$ cat config.mk
export PLATFORM = sky130hd
export DESIGN_NAME = serial_subtractor_flat
export DESIGN_NICKNAME = d
export VERILOG_FILES = /design/src/rtl/serial_subtractor_pkg.sv /design/src/rtl/serial_subtractor_if.sv /design/src/rtl/fullsubtractor_bit.sv /design/src/rtl/serial_subtractor.sv /design/src/flat_wrapper.sv
export SDC_FILE = /design/constraint.sdc
export NUM_CORES = 1
export LEC_CHECK = 0
export ABC_AREA = 1
export CAP_MARGIN = 20
export CORE_ASPECT_RATIO = 1.1
export CORE_MARGIN = 4
export CORE_UTILIZATION = 26
export CTS_CLUSTER_SIZE = 20
export DETAILED_ROUTE_END_ITERATION = 10
export SYNTH_ARGS = -nofsm -noshare
export SYNTH_HDL_FRONTEND = slang
export SYNTH_SLANG_ARGS = --single-unit
export TNS_END_PERCENT = 30
$ cat constraint.sdc
create_clock -name clk -period 1.9 [get_ports clk]
set_clock_uncertainty 0.2 [all_clocks]
set_input_delay 0.57 -clock clk [delete_from_list [all_inputs] [get_ports clk]]
set_output_delay 0.57 -clock clk [all_outputs]
set_load 0.03 [all_outputs]
$ cat src/rtl/serial_subtractor_pkg.sv
// Shared types and constants for the bit-serial subtractor.
package serial_subtractor_pkg;

  localparam int DEFAULT_WIDTH = 8;

  typedef enum logic [1:0] {
    IDLE = 2'd0,
    BUSY = 2'd1,
    DONE = 2'd2
  } state_t;

endpackage

$ cat src/rtl/serial_subtractor_if.sv
// Start/result handshake bundle of the bit-serial subtractor.
interface serial_subtractor_if
  import serial_subtractor_pkg::*;
#(
  parameter int WIDTH = DEFAULT_WIDTH
);

  logic             start;
  logic [WIDTH-1:0] input1;
  logic [WIDTH-1:0] input2;
  logic             ready;
  logic             done;
  logic [WIDTH-1:0] difference;
  logic             borrow;

  modport master (
    output start, input1, input2,
    input  ready, done, difference, borrow
  );

  modport slave (
    input  start, input1, input2,
    output ready, done, difference, borrow
  );

endinterface

$ cat src/rtl/fullsubtractor_bit.sv
// One-bit combinational full subtractor: d = a - b - bin, bout = borrow out.
module fullsubtractor_bit (
  input  logic a,
  input  logic b,
  input  logic bin,
  output logic d,
  output logic bout
);

  // Difference bit and borrow out of a single column
  always_comb begin
    d    = a ^ b ^ bin;
    bout = (~a & b) | (~(a ^ b) & bin);
  end

endmodule

$ cat src/rtl/serial_subtractor.sv
// Bit-serial unsigned subtractor: input1 - input2, LSB first, one bit per clock.
module serial_subtractor
  import serial_subtractor_pkg::*;
#(
  parameter int WIDTH = DEFAULT_WIDTH
) (
  input  logic               clk,
  input  logic               rst_n,
  serial_subtractor_if.slave bus
);

  localparam int             CW       = $clog2(WIDTH + 1);
  localparam logic [CW-1:0]  LAST_BIT = CW'(WIDTH - 1);

  state_t           r_state;
  state_t           w_state_nxt;
  logic [CW-1:0]    r_cnt;
  logic             r_bin;
  logic [WIDTH-1:0] r_a;
  logic [WIDTH-1:0] r_b;
  logic [WIDTH-1:0] r_res;
  logic [WIDTH-1:0] r_diff;
  logic             r_borrow;
  logic [WIDTH-1:0] w_res_nxt;
  logic             w_d;
  logic             w_bout;
  logic             w_accept;
  logic             w_last;

  assign w_accept = (r_state == IDLE) && bus.start;
  assign w_last   = (r_state == BUSY) && (r_cnt == LAST_BIT);

  fullsubtractor_bit u_bit (
    .a    (r_a[0]),
    .b    (r_b[0]),
    .bin  (r_bin),
    .d    (w_d),
    .bout (w_bout)
  );

  // New difference bit enters at the MSB so that after WIDTH shifts bit 0 sits at the LSB;
  // written as shifts so WIDTH=1 needs no special case.
  assign w_res_nxt = (r_res >> 1) | (WIDTH'(w_d) << (WIDTH - 1));

  // State register
  always_ff @(posedge clk or negedge rst_n) begin
    if (!rst_n) r_state <= IDLE;
    else        r_state <= w_state_nxt;
  end

  // Next-state logic; start outside IDLE is simply dropped
  always_comb begin
    w_state_nxt = r_state;
    case (r_state)
      IDLE:    if (bus.start) w_state_nxt = BUSY;
      BUSY:    if (w_last)    w_state_nxt = DONE;
      DONE:                   w_state_nxt = IDLE;
      default:                w_state_nxt = IDLE;
    endcase
  end

  // Handshake outputs decoded from state
  always_comb begin
    bus.ready = (r_state == IDLE);
    bus.done  = (r_state == DONE);
  end

  // Bit counter, borrow flop and published result; reset aborts any operation in flight
  always_ff @(posedge clk or negedge rst_n) begin
    if (!rst_n) begin
      r_cnt    <= '0;
      r_bin    <= 1'b0;
      r_diff   <= '0;
      r_borrow <= 1'b0;
    end else if (w_accept) begin
      r_cnt <= '0;
      r_bin <= 1'b0;
    end else if (r_state == BUSY) begin
      r_cnt <= r_cnt + 1'b1;
      r_bin <= w_bout;
      if (w_last) begin
        r_diff   <= w_res_nxt;
        r_borrow <= w_bout;
      end
    end
  end

  // Operand and result shift registers; contents are don't-care outside BUSY
  always_ff @(posedge clk) begin
    if (w_accept) begin
      r_a   <= bus.input1;
      r_b   <= bus.input2;
      r_res <= '0;
    end else if (r_state == BUSY) begin
      r_a   <= r_a >> 1;
      r_b   <= r_b >> 1;
      r_res <= w_res_nxt;
    end
  end

  assign bus.difference = r_diff;
  assign bus.borrow     = r_borrow;

endmodule
$ cat src/flat_wrapper.sv
// flat-port wrapper written by rule: the top's interface ports become plain ports
module serial_subtractor_flat import serial_subtractor_pkg::*;
#(
  parameter int WIDTH = DEFAULT_WIDTH
)
  (clk, rst_n, bus_start, bus_input1, bus_input2, bus_ready, bus_done, bus_difference, bus_borrow);
  serial_subtractor_if #(.WIDTH(WIDTH)) bus_i ();
  input  logic clk;
  input  logic rst_n;
  input wire logic [$bits(bus_i.start)-1:0] bus_start;
  input wire logic [$bits(bus_i.input1)-1:0] bus_input1;
  input wire logic [$bits(bus_i.input2)-1:0] bus_input2;
  output wire logic [$bits(bus_i.ready)-1:0] bus_ready;
  output wire logic [$bits(bus_i.done)-1:0] bus_done;
  output wire logic [$bits(bus_i.difference)-1:0] bus_difference;
  output wire logic [$bits(bus_i.borrow)-1:0] bus_borrow;
  assign bus_i.start = bus_start;
  assign bus_i.input1 = bus_input1;
  assign bus_i.input2 = bus_input2;
  assign bus_ready = bus_i.ready;
  assign bus_done = bus_i.done;
  assign bus_difference = bus_i.difference;
  assign bus_borrow = bus_i.borrow;
  serial_subtractor #(.WIDTH(WIDTH)) u_core (.clk(clk), .rst_n(rst_n), .bus(bus_i));
endmodule
==> reports/summary.txt <==
Outcome -> finished with violations
Failing checks -> negative setup slack
Global-route wire length before repair -> 5.44 mm
Post-synthesis compound-gate area fraction -> 0.0381
CP endpoint kind -> output pin
Vias in the first global route -> 1,162
Post-Synthesis Cells -> 176
Die X -> 84.5 um
Startpoint Class -> flop
Critical Path Fanout Max -> 8
Mapped cell area -> 0.00168 mm^2
CTS Buf Count -> 5
CP max-delay cell -> dfrtp_2
Starting Density -> 0.269
Remaining routing DRC violations -> 0
Mux share of post-synthesis cell area -> 0
TritonCTS clock tree -> done
Crit path setup slack, layout -> -0.0132 ns
Setup violators final -> 1
Die footprint -> 0.00779 mm^2
Critical path's top delay family -> flip-flops
Main combinational cell family by area after synthesis -> simple AND/OR/NAND/NOR gates
CP Buf/Inv Count -> 1
Warnings from Yosys -> 0
Largest net degree at the start of global routing -> 25
Rel. slew slack -> 0.801
Max Fclk -> 523 MHz
Fill cells -> 694
Post-synthesis simple-gate area fraction -> 0.279
Chip height -> 92.2 um
Period utilization -> 1.01
Min cycle time layout -> 1.91 ns
Clk sinks -> 39
PD cells -> 1680 mW/mm^2
Core Region -> 0.00623 mm^2
Max Buffers Root-to-Sink -> 2
Layout area overhead -> 31.4%
Wire per inst -> 11.1 um
Crit path largest cell delay -> 0.46 ns
CTS Root Cell -> clkbuf_8
Fin. max-slew vios -> 0
Hold_sp -> u_core.r_res[1]
Total GRT Usage -> 0.0874
Insertion delay of the later-clocked pin in the worst-skew pair -> 0.29 ns
Register area share after synthesis -> 0.609
Yosys cell types -> 21
Register clock-pin slew on the reported worst setup and hold paths -> 0.08 ns
Synth Area in Adders -> 0.0194
Commonest non-fill, non-tap cell in the layout -> nand2_1
Reg2reg start -> u_core.r_state[0]
Syn Area/Cell -> 9.52 um^2
Final TNS setup -> -0.0132 ns
Max cap viols -> 0
Ports -> 30
Vias per cell -> 4.17
Num rows -> 30
Routed Antenna Nets -> 0
Via Count -> 1,239
HP Class -> flop to flop
Final hold vios -> 0
Worst vdd ir -> 533 uV
ANT cells -> 0
Post-layout util -> 0.353
Final Net Count -> 237
Drt initial violations -> 69
Gpl congestion -> 0.679
Total routed wirelength -> 3.30 mm
Setup repair after global routing missed its margin -> yes
DP HPWL -> 2.35 mm
Drt first pass iters -> 4
WP data required -> 1.13 ns
Grt ovf -> 0
Initial antenna violation count -> 0
Cell Chain, Critical Path -> nor2_4 -> buf_6
Post-synthesis xor/xnor area fraction -> 0
R2r setup slk -> 0.26 ns
Arrival @ worst endpoint -> 1.14 ns
Layout cells sized above 1 -> 0.147
Kind of critical path -> flop to output pin
Worst Tran Pin Value -> 0.299 ns
# port buffers -> 29
FF+latch count, synth -> 39
Most frequent cells in the layout -> 65 x nand2_1, 18 x clkdlybuf4s50_1, 17 x nand3_1
Syn nets -> 197
P_leak -> 0.00102 uW
Worst Setup SP -> u_core.r_state[0]
H-tree levels -> 2
-- report_power, final --
group / switching, uW / internal (uW) / leakage, uW / total, uW
clock network: 292 / 419 / 0.0000618 / 711
registers: 226 / 1370 / 0.000426 / 1600
logic: 862 / 531 / 0.000534 / 1390
-- area by class of cell --
cell class                      count  area (um^2)  share of cell area
Clock buffer                        8          123              0.0557
Timing Repair Buffer               39          357               0.162
Tap cell                           80          100              0.0455
Inverter                            9         33.8              0.0153
Sequential cell                    39         1020               0.464
Multi-Input combinational cell    122          566               0.257
-- cells by family (layout without fill, tap and decap cells) --
kind of cell / count (synthesis) / after routing
adders and majority gates: 2 / 2
and+or+nand+nor: 108 / 108
AOI/OAI and AO/OA: 12 / 12
DFF: 39 / 39
buffers and inverters: 15 / 56
-- flip-flops by register name, indices dropped and copies added (netlist names) --
name                   flops
u_core.r_bin               1
u_core.r_res               7
u_core.r_b                 8
u_core.r_state             2
u_core.bus.difference      8
u_core.r_cnt               4
u_core.bus.borrow          1
u_core.r_a                 8
-- cells in the mapped netlist --
library cell  number  area share
nand2_1           65        0.15
nand3_1           17       0.051
dfrtp_1           16        0.24
edfxtp_1          16        0.29
nor2_1            16       0.036
inv_1              8       0.018
dfxtp_1            7       0.084
o21ai_0            7       0.021
buf_6              4       0.027
o21ai_1            4       0.012
nand2_2            3       0.011
nor2_2             3       0.011
nor2_4             2       0.013
buf_2              1      0.0030
buf_4              1      0.0045
fa_1               1       0.012
ha_1               1      0.0075
inv_2              1      0.0022
nand2_4            1      0.0067
nand4_1            1      0.0037
o21ai_2            1      0.0052
-- per-stage QoR --
step	total power, uW	setup WS [ns]	cell area [um^2]	hold slack (ns)	cells
detailed placement	3060	-0.121	2060	0.232	287
global route	3990	-0.0591	2200	0.267	297
global placement	3020	-0.0846	2060	0.228	287
floorplan	2600	0.268	1680	0.0744	176
CTS	3720	-0.0140	2180	0.244	295
finish	3700	-0.0132	2200	0.240	297
-- what timing repair did --
action,CTS,global route
hold buffers,0,0
setup buffers,0,2
endpoints found under the setup margin,11,2
pin swaps,1,1
gates resized for setup,12,1
-- layer usage --
metal  up-vias  GRT usage  wire [um]
met2        36      0.134       1460
met1       558      0.113       1570
met5         -          0          0
met3         5     0.0279        220
li1        640          -          -
met4         0     0.0356         48
-- worst min-delay path, delay by kind of cell, from the launching register on --
kind          cells  cell delay, ns
flops             1            0.31
simple gates      2            0.10
-- worst paths after layout --
path,endpoint,depth (start not counted)
max in group asynchronous,u_core.r_state[0],2
worst min-delay path,u_core.bus.difference[0],2
worst max-delay path,bus_ready,2
worst min register to register,u_core.bus.difference[0],2
min in group asynchronous,u_core.r_cnt[3],2
worst max register to register,u_core.r_a[6],5
(Power assumes the default switching activity.)
